$ cat config.mk
export PLATFORM = sky130hd
export DESIGN_NAME = apb_uart_ctrl
export DESIGN_NICKNAME = d
export VERILOG_FILES = /design/src/rtl/uart_pkg.sv /design/src/rtl/uart_baud_div.sv /design/src/rtl/apb_uart_ctrl.sv
export SDC_FILE = /design/constraint.sdc
export NUM_CORES = 1
export LEC_CHECK = 0
export CORE_ASPECT_RATIO = 0.6
export CORE_MARGIN = 2
export CORE_UTILIZATION = 48
export DETAILED_ROUTE_END_ITERATION = 16
export PLACE_DENSITY = 0.95
export SLEW_MARGIN = 20
export SYNTH_ARGS = -nofsm -noshare
export SYNTH_HDL_FRONTEND = slang
export SYNTH_SLANG_ARGS = --single-unit
$ cat constraint.sdc
create_clock -name PCLK -period 3.4 [get_ports PCLK]
set_input_delay 0.68 -clock PCLK [delete_from_list [all_inputs] [get_ports PCLK]]
set_output_delay 0.68 -clock PCLK [all_outputs]
set_load 0.1 [all_outputs]
$ cat src/rtl/uart_pkg.sv
// Shared definitions for the APB UART control front-end.
// Holds the register map (offsets and word-select encoding), the CTRL and
// STATUS bit positions, the default baud divisor and the APB phase decode
// used by the top module. No ports; imported by apb_uart_ctrl and
// uart_baud_div.
package uart_pkg;

  // Byte offsets of the four 32-bit registers
  localparam logic [3:0] OFF_DATA   = 4'h0;
  localparam logic [3:0] OFF_DIV    = 4'h4;
  localparam logic [3:0] OFF_CTRL   = 4'h8;
  localparam logic [3:0] OFF_STATUS = 4'hC;

  // Word select as decoded from PADDR[3:2]
  typedef enum logic [1:0] {
    SEL_DATA   = 2'd0,
    SEL_DIV    = 2'd1,
    SEL_CTRL   = 2'd2,
    SEL_STATUS = 2'd3
  } reg_sel_e;

  // APB bus phase as seen in the current cycle
  typedef enum logic [1:0] {
    PH_IDLE   = 2'd0,
    PH_SETUP  = 2'd1,
    PH_ACCESS = 2'd2
  } apb_phase_e;

  // CTRL register layout
  localparam int CTRL_WIDTH       = 7;
  localparam int CTRL_ENABLE      = 0;
  localparam int CTRL_PARITY_EN   = 1;
  localparam int CTRL_PARITY_ODD  = 2;
  localparam int CTRL_STOP2       = 3;
  localparam int CTRL_IE_TX_EMPTY = 4;
  localparam int CTRL_IE_RX_AVAIL = 5;
  localparam int CTRL_IE_ERR      = 6;

  // STATUS register layout
  localparam int ST_TX_FULL      = 0;
  localparam int ST_TX_EMPTY     = 1;
  localparam int ST_RX_EMPTY     = 2;
  localparam int ST_FRAME_ERR    = 3;
  localparam int ST_OVERRUN      = 4;
  localparam int ST_RX_LEVEL_LSB = 8;

  // 50 MHz / (115200 * 16) - 1, rounded
  localparam int DIV_RESET_DEFAULT = 26;

endpackage

$ cat src/rtl/uart_baud_div.sv
// Baud-rate generator for the UART shifters.
// A down-counter reloads from the divisor and produces a one-cycle
// 16x-oversampling enable each time it reaches zero; a 4-bit prescaler
// turns every 16th of those into the bit-rate enable.
// Ports:
//   clk_i, rst_ni          - clock, asynchronous active-low reset
//   enable_i               - run the divider (CTRL.enable)
//   div_i                  - divisor; reload value of the 16x counter
//   restart_i              - reload both counters this cycle (divisor write)
//   baud_tick_o            - one-cycle bit-rate enable
//   baud_tick_16x_o        - one-cycle 16x oversampling enable
module uart_baud_div
  import uart_pkg::*;
#(
  parameter int DIV_WIDTH = 16,
  parameter int DIV_RESET = DIV_RESET_DEFAULT
) (
  input  logic                 clk_i,
  input  logic                 rst_ni,
  input  logic                 enable_i,
  input  logic [DIV_WIDTH-1:0] div_i,
  input  logic                 restart_i,
  output logic                 baud_tick_o,
  output logic                 baud_tick_16x_o
);

  logic [DIV_WIDTH-1:0] cnt_q, cnt_d;
  logic [3:0]           pre_q, pre_d;
  logic                 hold;
  logic                 tick16;

  // While disabled or being restarted the divider sits at its reload point,
  // so the first tick after release comes a full DIV+1 cycles later. The
  // restart input carries the new divisor on div_i in the same cycle, so the
  // reload picks up the value being written rather than the old one.
  always_comb begin
    hold   = !enable_i || restart_i;
    tick16 = !hold && (cnt_q == '0);
    cnt_d  = cnt_q;
    pre_d  = pre_q;
    if (hold) begin
      cnt_d = div_i;
      pre_d = 4'd0;
    end else if (tick16) begin
      cnt_d = div_i;
      pre_d = pre_q + 4'd1;
    end else begin
      cnt_d = cnt_q - DIV_WIDTH'(1);
    end
  end

  always_ff @(posedge clk_i or negedge rst_ni) begin
    if (!rst_ni) begin
      cnt_q <= DIV_WIDTH'(DIV_RESET);
      pre_q <= 4'd0;
    end else begin
      cnt_q <= cnt_d;
      pre_q <= pre_d;
    end
  end

  // The prescaler counts 16x ticks already taken, so the 16th one lands
  // while it still reads 15.
  assign baud_tick_16x_o = tick16;
  assign baud_tick_o     = tick16 && (pre_q == 4'hF);

endmodule

$ cat src/rtl/apb_uart_ctrl.sv
// APB3 control front-end for the UART subsystem.
// Decodes a four-register map (DATA, DIV, CTRL, STATUS), inserts a fixed
// number of wait states per access, flags illegal accesses with PSLVERR,
// keeps sticky receiver error flags and raises a maskable level interrupt.
// Drives the TX/RX FIFO handshakes, the baud enables and the frame format.
// Ports:
//   PCLK, PRESETn                          - clock, async active-low reset
//   PADDR/PSEL/PENABLE/PWRITE/PWDATA       - APB request
//   PREADY/PRDATA/PSLVERR                  - APB response
//   tx_wr_en, tx_wdata, tx_full, tx_level  - TX FIFO push side
//   rx_rd_en, rx_rdata, rx_empty, rx_level - RX FIFO pop side (show-ahead)
//   rx_frame_err, rx_overrun               - receiver error pulses
//   baud_tick, baud_tick_16x               - shifter enables
//   cfg_parity_en, cfg_parity_odd, cfg_stop2 - frame format
//   irq                                    - registered level interrupt
module apb_uart_ctrl
  import uart_pkg::*;
#(
  parameter int ADDR_WIDTH  = 4,
  parameter int DATA_WIDTH  = 32,
  parameter int WAIT_STATES = 0,
  parameter int DIV_WIDTH   = 16,
  parameter int DIV_RESET   = DIV_RESET_DEFAULT,
  parameter int FIFO_AW     = 4
) (
  input  logic                  PCLK,
  input  logic                  PRESETn,
  input  logic [ADDR_WIDTH-1:0] PADDR,
  input  logic                  PSEL,
  input  logic                  PENABLE,
  input  logic                  PWRITE,
  input  logic [DATA_WIDTH-1:0] PWDATA,
  output logic                  PREADY,
  output logic [DATA_WIDTH-1:0] PRDATA,
  output logic                  PSLVERR,
  output logic                  tx_wr_en,
  output logic [7:0]            tx_wdata,
  input  logic                  tx_full,
  input  logic [FIFO_AW:0]      tx_level,
  output logic                  rx_rd_en,
  input  logic [7:0]            rx_rdata,
  input  logic                  rx_empty,
  input  logic [FIFO_AW:0]      rx_level,
  input  logic                  rx_frame_err,
  input  logic                  rx_overrun,
  output logic                  baud_tick,
  output logic                  baud_tick_16x,
  output logic                  cfg_parity_en,
  output logic                  cfg_parity_odd,
  output logic                  cfg_stop2,
  output logic                  irq
);

  localparam logic [3:0] WAIT_LIMIT = 4'(WAIT_STATES);

  apb_phase_e            phase;
  reg_sel_e              regSel;
  logic                  waitDone;
  logic                  completion;
  logic                  misaligned;
  logic                  accErr;
  logic                  doWrite;
  logic                  doRead;
  logic                  divWrite;
  logic                  w1cFrame;
  logic                  w1cOverrun;
  logic                  txEmpty;
  logic [DATA_WIDTH-1:0] rdWord;

  logic [3:0]            waitCnt_q, waitCnt_d;
  logic [DIV_WIDTH-1:0]  div_q, div_d;
  logic [CTRL_WIDTH-1:0] ctrl_q, ctrl_d;
  logic                  frameErr_q, frameErr_d;
  logic                  overrun_q, overrun_d;
  logic                  irq_q, irq_d;

  // Only PADDR[3:0] and the low data bits matter; the rest is deliberately
  // left unconnected.
  logic unusedBits;
  assign unusedBits = ^{PADDR, PWDATA};

  // Bus phase decode. Reset is folded in so that, while PRESETn is low, the
  // combinational response and FIFO strobes read as idle even if the master
  // keeps PSEL/PENABLE up.
  always_comb begin
    phase = PH_IDLE;
    if (PRESETn && PSEL) begin
      phase = PENABLE ? PH_ACCESS : PH_SETUP;
    end
  end

  // The counter only ever climbs to WAIT_LIMIT inside an access phase and is
  // zero everywhere else, so an equality test is enough to end the wait.
  always_comb begin
    waitDone  = (waitCnt_q == WAIT_LIMIT);
    waitCnt_d = '0;
    if (phase == PH_ACCESS && !waitDone) begin
      waitCnt_d = waitCnt_q + 4'd1;
    end
  end

  assign PREADY     = !(phase == PH_ACCESS && !waitDone);
  assign completion = (phase == PH_ACCESS) && waitDone;

  // Access legality: misaligned offsets always fail; DATA fails when the
  // FIFO on the relevant side cannot take part in the transfer.
  always_comb begin
    regSel     = reg_sel_e'(PADDR[3:2]);
    misaligned = |PADDR[1:0];
    accErr     = misaligned;
    if (!misaligned && regSel == SEL_DATA) begin
      accErr = PWRITE ? tx_full : rx_empty;
    end
  end

  assign doWrite = completion && PWRITE && !accErr;
  assign doRead  = completion && !PWRITE && !accErr;
  assign txEmpty = (tx_level == '0);

  // Read data mux; this is the longest combinational path in the block.
  always_comb begin
    rdWord = '0;
    case (regSel)
      SEL_DATA:   rdWord[7:0] = rx_rdata;
      SEL_DIV:    rdWord[DIV_WIDTH-1:0] = div_q;
      SEL_CTRL:   rdWord[CTRL_WIDTH-1:0] = ctrl_q;
      SEL_STATUS: begin
        rdWord[ST_TX_FULL]   = tx_full;
        rdWord[ST_TX_EMPTY]  = txEmpty;
        rdWord[ST_RX_EMPTY]  = rx_empty;
        rdWord[ST_FRAME_ERR] = frameErr_q;
        rdWord[ST_OVERRUN]   = overrun_q;
        rdWord[ST_RX_LEVEL_LSB +: FIFO_AW+1] = rx_level;
      end
    endcase
  end

  assign PRDATA   = doRead ? rdWord : '0;
  assign PSLVERR  = completion && accErr;
  assign tx_wr_en = doWrite && regSel == SEL_DATA;
  assign tx_wdata = PWDATA[7:0];
  assign rx_rd_en = doRead && regSel == SEL_DATA;

  // Register writes and sticky flags. A receiver pulse in the same cycle as
  // a W1C keeps its flag set, so an error can never be lost to a clear. The
  // interrupt looks at the next-state flags so it follows a pulse or a clear
  // by exactly one cycle.
  always_comb begin
    div_d      = div_q;
    ctrl_d     = ctrl_q;
    divWrite   = 1'b0;
    w1cFrame   = 1'b0;
    w1cOverrun = 1'b0;
    if (doWrite) begin
      case (regSel)
        SEL_DIV: begin
          div_d    = PWDATA[DIV_WIDTH-1:0];
          divWrite = 1'b1;
        end
        SEL_CTRL:   ctrl_d = PWDATA[CTRL_WIDTH-1:0];
        SEL_STATUS: begin
          w1cFrame   = PWDATA[ST_FRAME_ERR];
          w1cOverrun = PWDATA[ST_OVERRUN];
        end
        default: ;
      endcase
    end
    frameErr_d = (frameErr_q && !w1cFrame) || rx_frame_err;
    overrun_d  = (overrun_q && !w1cOverrun) || rx_overrun;
    irq_d = (ctrl_q[CTRL_IE_TX_EMPTY] && txEmpty)
         || (ctrl_q[CTRL_IE_RX_AVAIL] && !rx_empty)
         || (ctrl_q[CTRL_IE_ERR] && (frameErr_d || overrun_d));
  end

  always_ff @(posedge PCLK or negedge PRESETn) begin
    if (!PRESETn) begin
      waitCnt_q  <= '0;
      div_q      <= DIV_WIDTH'(DIV_RESET);
      ctrl_q     <= '0;
      frameErr_q <= 1'b0;
      overrun_q  <= 1'b0;
      irq_q      <= 1'b0;
    end else begin
      waitCnt_q  <= waitCnt_d;
      div_q      <= div_d;
      ctrl_q     <= ctrl_d;
      frameErr_q <= frameErr_d;
      overrun_q  <= overrun_d;
      irq_q      <= irq_d;
    end
  end

  assign irq            = irq_q;
  assign cfg_parity_en  = ctrl_q[CTRL_PARITY_EN];
  assign cfg_parity_odd = ctrl_q[CTRL_PARITY_ODD];
  assign cfg_stop2      = ctrl_q[CTRL_STOP2];

  // The divider is handed the next-state divisor so a write reloads the
  // counter with the value being written in the same cycle.
  uart_baud_div #(
    .DIV_WIDTH (DIV_WIDTH),
    .DIV_RESET (DIV_RESET)
  ) uBaudDiv (
    .clk_i           (PCLK),
    .rst_ni          (PRESETn),
    .enable_i        (ctrl_q[CTRL_ENABLE]),
    .div_i           (div_d),
    .restart_i       (divWrite),
    .baud_tick_o     (baud_tick),
    .baud_tick_16x_o (baud_tick_16x)
  );

endmodule

==> results <==
- The flow ran to the end, and the final reports show no timing, DRC or antenna violations.
- The via count is roughly 2700.
- The number of buffers added on ports is 80.
- The post-detailed-placement half-perimeter wirelength is 5.99 mm.
- The power density relative to cell area is between 400 and 500 nW/um2.
- For this run, the register share of the synthesized area comes to approximately 42%.
- The number of global-route vias before repair is around 2600.
- The floorplan core area is 6110 um2.
- The wire length per cell is about 17 um.
- After detailed routing, the number of remaining DRC violations is 0.
- The final-report hold violation count is 0.
- The worst-case clock buffer depth is 2.
- The number of setup buffers added after CTS is 0.
- Summing every instance area after synthesis gives 3030 um2.
- For the worst setup path, the data arrival time is 2.59 ns.
- The worst setup path is launched from an input port.
- The instance area at placement is 4100 um2.
- Dividing the detail-routed via count by the number of cells gives 5.53.
- The most used routing layer in global routing is met2.
- Based on the critical path, the design can be clocked at up to 306 MHz.
- For this run, asynchronously set or reset flops after synthesis account for 100%.
- The clock slew seen by the registers of the worst setup and hold paths is 0.09 ns.
- The average instance in the mapped netlist occupies 9.35 um2.
- Subtracting the final worst setup slack from the clock period gives 3.27 ns.
- The placement row count is 22.
- The placer congestion estimate is 0.861.
- The worst hold path belongs to the class flip-flop to flip-flop.
- The number of buffers added by the clock tree synthesis step is 5.
- The chip width is 107 um.
- The leakage power of the design is 1.93 nW.
- The global-route wire length before repair is 13.0 mm.
- The number of failing setup endpoints in the final timing report is 0.
- The initial antenna violation count is 0.
- The met3 demand-to-capacity share in global routing is 6.85%.
- The max-slew violation total from the final report came to 0.
- The detailed router finished its first iteration with 233 violations.
- The Yosys step of the flow raised 0 warnings.
- The iteration count of the initial detailed-routing pass is 6.
- The top flip-flop cell by instance count after synthesis is sky130_fd_sc_hd__dfrtp_1.
- The die covers ~7000 um2.
- Cells with a size suffix above 1 make up around a quarter of the layout.
- The startpoint identified for the worst register-to-register timing path is uBaudDiv.cnt_q[0].
- The post-cts repair resize count is 0.
- The clock root buffer is sky130_fd_sc_hd__clkbuf_8.
- The fill cell instance count of the final layout is roughly 430.
- Across the run, the number of max-cap violations was 0.
- Setup repair after global routing left no endpoint under its margin.
- The post-route cell area is 4220 um2.
- The number of cells produced by synthesis is 324.
- Once the floorplan was initialized, standard cells occupied 49.5% of the core.
- In this run, placement finished with an instance count of ~480.
- For this block, the routed nets add up to between 8 and 9 mm of wire.
- The number of ports placed on the die boundary is between 100 and 150.
- The core utilization of the finished layout is between 60 and 70%.
- Entering global routing, the biggest net connects 51 pins.
- The synthesized netlist contains 44 unique library cells.
- Counting flops with a built-in enable in the synthesized netlist gives 0.
- The critical path endpoint category is a primary output.
- Summed over all layers, the global routing overflow is 0.
- The total inserted antenna cells is 0.
- The normalized max-slew margin is 35.0%.
- The number of clock sinks is 50.
- The capture point of the worst path is PRDATA[13].
- The detail route stage leaves a number of antenna-violating nets equal to 0.
- The transition time at the pin with the least slew margin is 0.971 ns.
- From synthesis to final layout, the design area changed by 39.5%.
- The type of the worst setup path is input port to primary output.
- For this run, global-route usage on met1 was measured as 32.6%.
- At the later pin of the worst-skew pair, clock insertion delay measures 0.30 ns.
- The worst register-to-register path has a depth of 7.
- The destination of the worst register-to-register timing path is uBaudDiv.cnt_q[8].
- The number of cells in the finished layout apart from fillers is 489.
- In this run the register-to-register setup slack is 0.84 ns.
- Tracing the worst setup path back leads to its startpoint at PENABLE.
- The net count of the finished layout is 472.
- The TritonCTS clock tree is yes.
- In this run the worst path has a maximum fanout of 5.
- The maximum ir drop on the vdd rail is roughly 0.22 mV.
- The data required time at the worst endpoint is 2.72 ns.
- The die span in y is between 60 and 70 um.
- The clock arrives with 0.00797 ns of skew.
- For this run, global-route usage on met2 was measured as a little under two fifths.
- The number of flip-flops and latches in the synthesized netlist is 50.
- The final worst-path cycle share is 96.2%.
- The aggregate global-route resource usage is 24.1%.
- The number of hold buffers added after CTS is 0.
- In this run the number of H-tree levels came out at 2.
- The setup TNS is 0 ns.
[worst min path at each step]
stage	startpoint	end	slack (ns)	cells past startpoint
after floorplan	PRESETn	ctrl_q[0]	0.38	0
after detailed placement	div_q[1]	div_q[1]	0.46	2
after global routing	waitCnt_q[0]	waitCnt_q[0]	0.51	1
after global placement	div_q[4]	div_q[4]	0.45	2
final	div_q[1]	div_q[1]	0.48	2
after CTS	div_q[1]	div_q[1]	0.48	2
[Yosys cell counts (all sizes together) (2+ instances only)]
cell / count / area, um2
xnor2: 16 / 140
ha: 5 / 62.6
nor2: 33 / 129
nand2: 61 / 229
mux2i: 19 / 190
mux4: 5 / 113
nand4: 4 / 25.0
a21oi: 11 / 55.1
inv: 6 / 22.5
nand4b: 2 / 17.5
nor4: 7 / 43.8
nor3: 7 / 35.0
mux2: 8 / 90.1
dfrtp: 44 / 1100
nand3: 7 / 35.0
dfstp: 6 / 158
nor2b: 7 / 43.8
or3: 2 / 13.8
clkbuf: 6 / 22.5
buf: 29 / 215
o21ai: 17 / 88.8
or4: 5 / 46.3
nor3b: 5 / 37.5
[through the flow]
| step | hold slack, ns | power, mW | worst slack (ns) |
|---|---|---|---|
| final | 0.481 | 1.90 | 0.128 |
| after global routing | 0.507 | 1.98 | 0.0371 |
| after CTS | 0.476 | 1.88 | 0.0930 |
| after detailed placement | 0.464 | 1.44 | 0.153 |
| after global placement | 0.451 | 1.42 | 0.164 |
| after floorplan | 0.384 | 1.27 | -0.936 |
[sequential cells by signal (all words and copies together), names as in the netlist]
| name | flops |
|---|---|
| overrun_q | 1 |
| irq | 1 |
| frameErr_q | 1 |
| div_q | 16 |
| waitCnt_q | 4 |
| uBaudDiv.cnt_q | 16 |
| uBaudDiv.pre_q | 4 |
| ctrl_q | 7 |
[area by class of cell]
cell class | count | area [um2] | area share, %
clock buffer | 7 | 86.3 | 2.04
clock inverter | 1 | 30.0 | 0.711
inverter | 6 | 22.5 | 0.533
multi-input combinational | 248 | 1630 | 38.7
sequential | 50 | 1260 | 29.8
tap | 84 | 105 | 2.49
timing repair buffer | 93 | 1090 | 25.8
[report_power, final]
part | internal, mW | switching, mW
sequential | 0.657 | 0.0655
clock | 0.240 | 0.196
combinational | 0.295 | 0.447
[cells by family after synthesis]
| kind of cell | after synthesis | synth area share [%] |
|---|---|---|
| XOR/XNOR | 17 | 4.92 |
| multiplexers | 32 | 13.0 |
| adder cells (fa/ha/maj) | 5 | 2.07 |
| AND/OR/NAND/NOR | 146 | 23.3 |
| AO/OA/AOI/OAI | 32 | 6.45 |
| other | 1 | 0.124 |
| flip-flops | 50 | 41.6 |
| buffers and inverters | 41 | 8.59 |
[routing by layer]
metal  vias up  routed length [um]
li1       1237                   -
met1      1278                3360
met2       166                3800
met3        25                 823
met4         0                 193
met5         -                   0
[cells in the final DEF (no fill, tap or decap), drive strengths merged, types with 2 or more instances in the layout]
| cell | Yosys | final |
|---|---|---|
| nand2 | 61 | 61 |
| clkdlybuf4s50 | 0 | 47 |
| buf | 29 | 46 |
| dfrtp | 44 | 44 |
| nor2 | 33 | 33 |
| mux2i | 19 | 19 |
| o21ai | 17 | 17 |
| xnor2 | 16 | 16 |
| conb | 1 | 16 |
| a21oi | 11 | 11 |
| mux2 | 8 | 8 |
| nand3 | 7 | 7 |
| nor4 | 7 | 7 |
| clkbuf | 6 | 7 |
| nor2b | 7 | 7 |
| nor3 | 7 | 7 |
| inv | 6 | 6 |
| dfstp | 6 | 6 |
| mux4 | 5 | 5 |
| ha | 5 | 5 |
| nor3b | 5 | 5 |
| or4 | 5 | 5 |
| nand4 | 4 | 4 |
| nand4b | 2 | 2 |
| or3 | 2 | 2 |
[critical path: stages]
cell and delay (ns):
sky130_fd_sc_hd__clkdlybuf4s50_1 0.45, sky130_fd_sc_hd__and3_1 0.26, sky130_fd_sc_hd__nand3_1 0.13, sky130_fd_sc_hd__nor2_1 0.20
sky130_fd_sc_hd__nand2_1 0.22, sky130_fd_sc_hd__nor3b_1 0.43, sky130_fd_sc_hd__buf_12 0.23
Power figures use the tool's default switching activity.
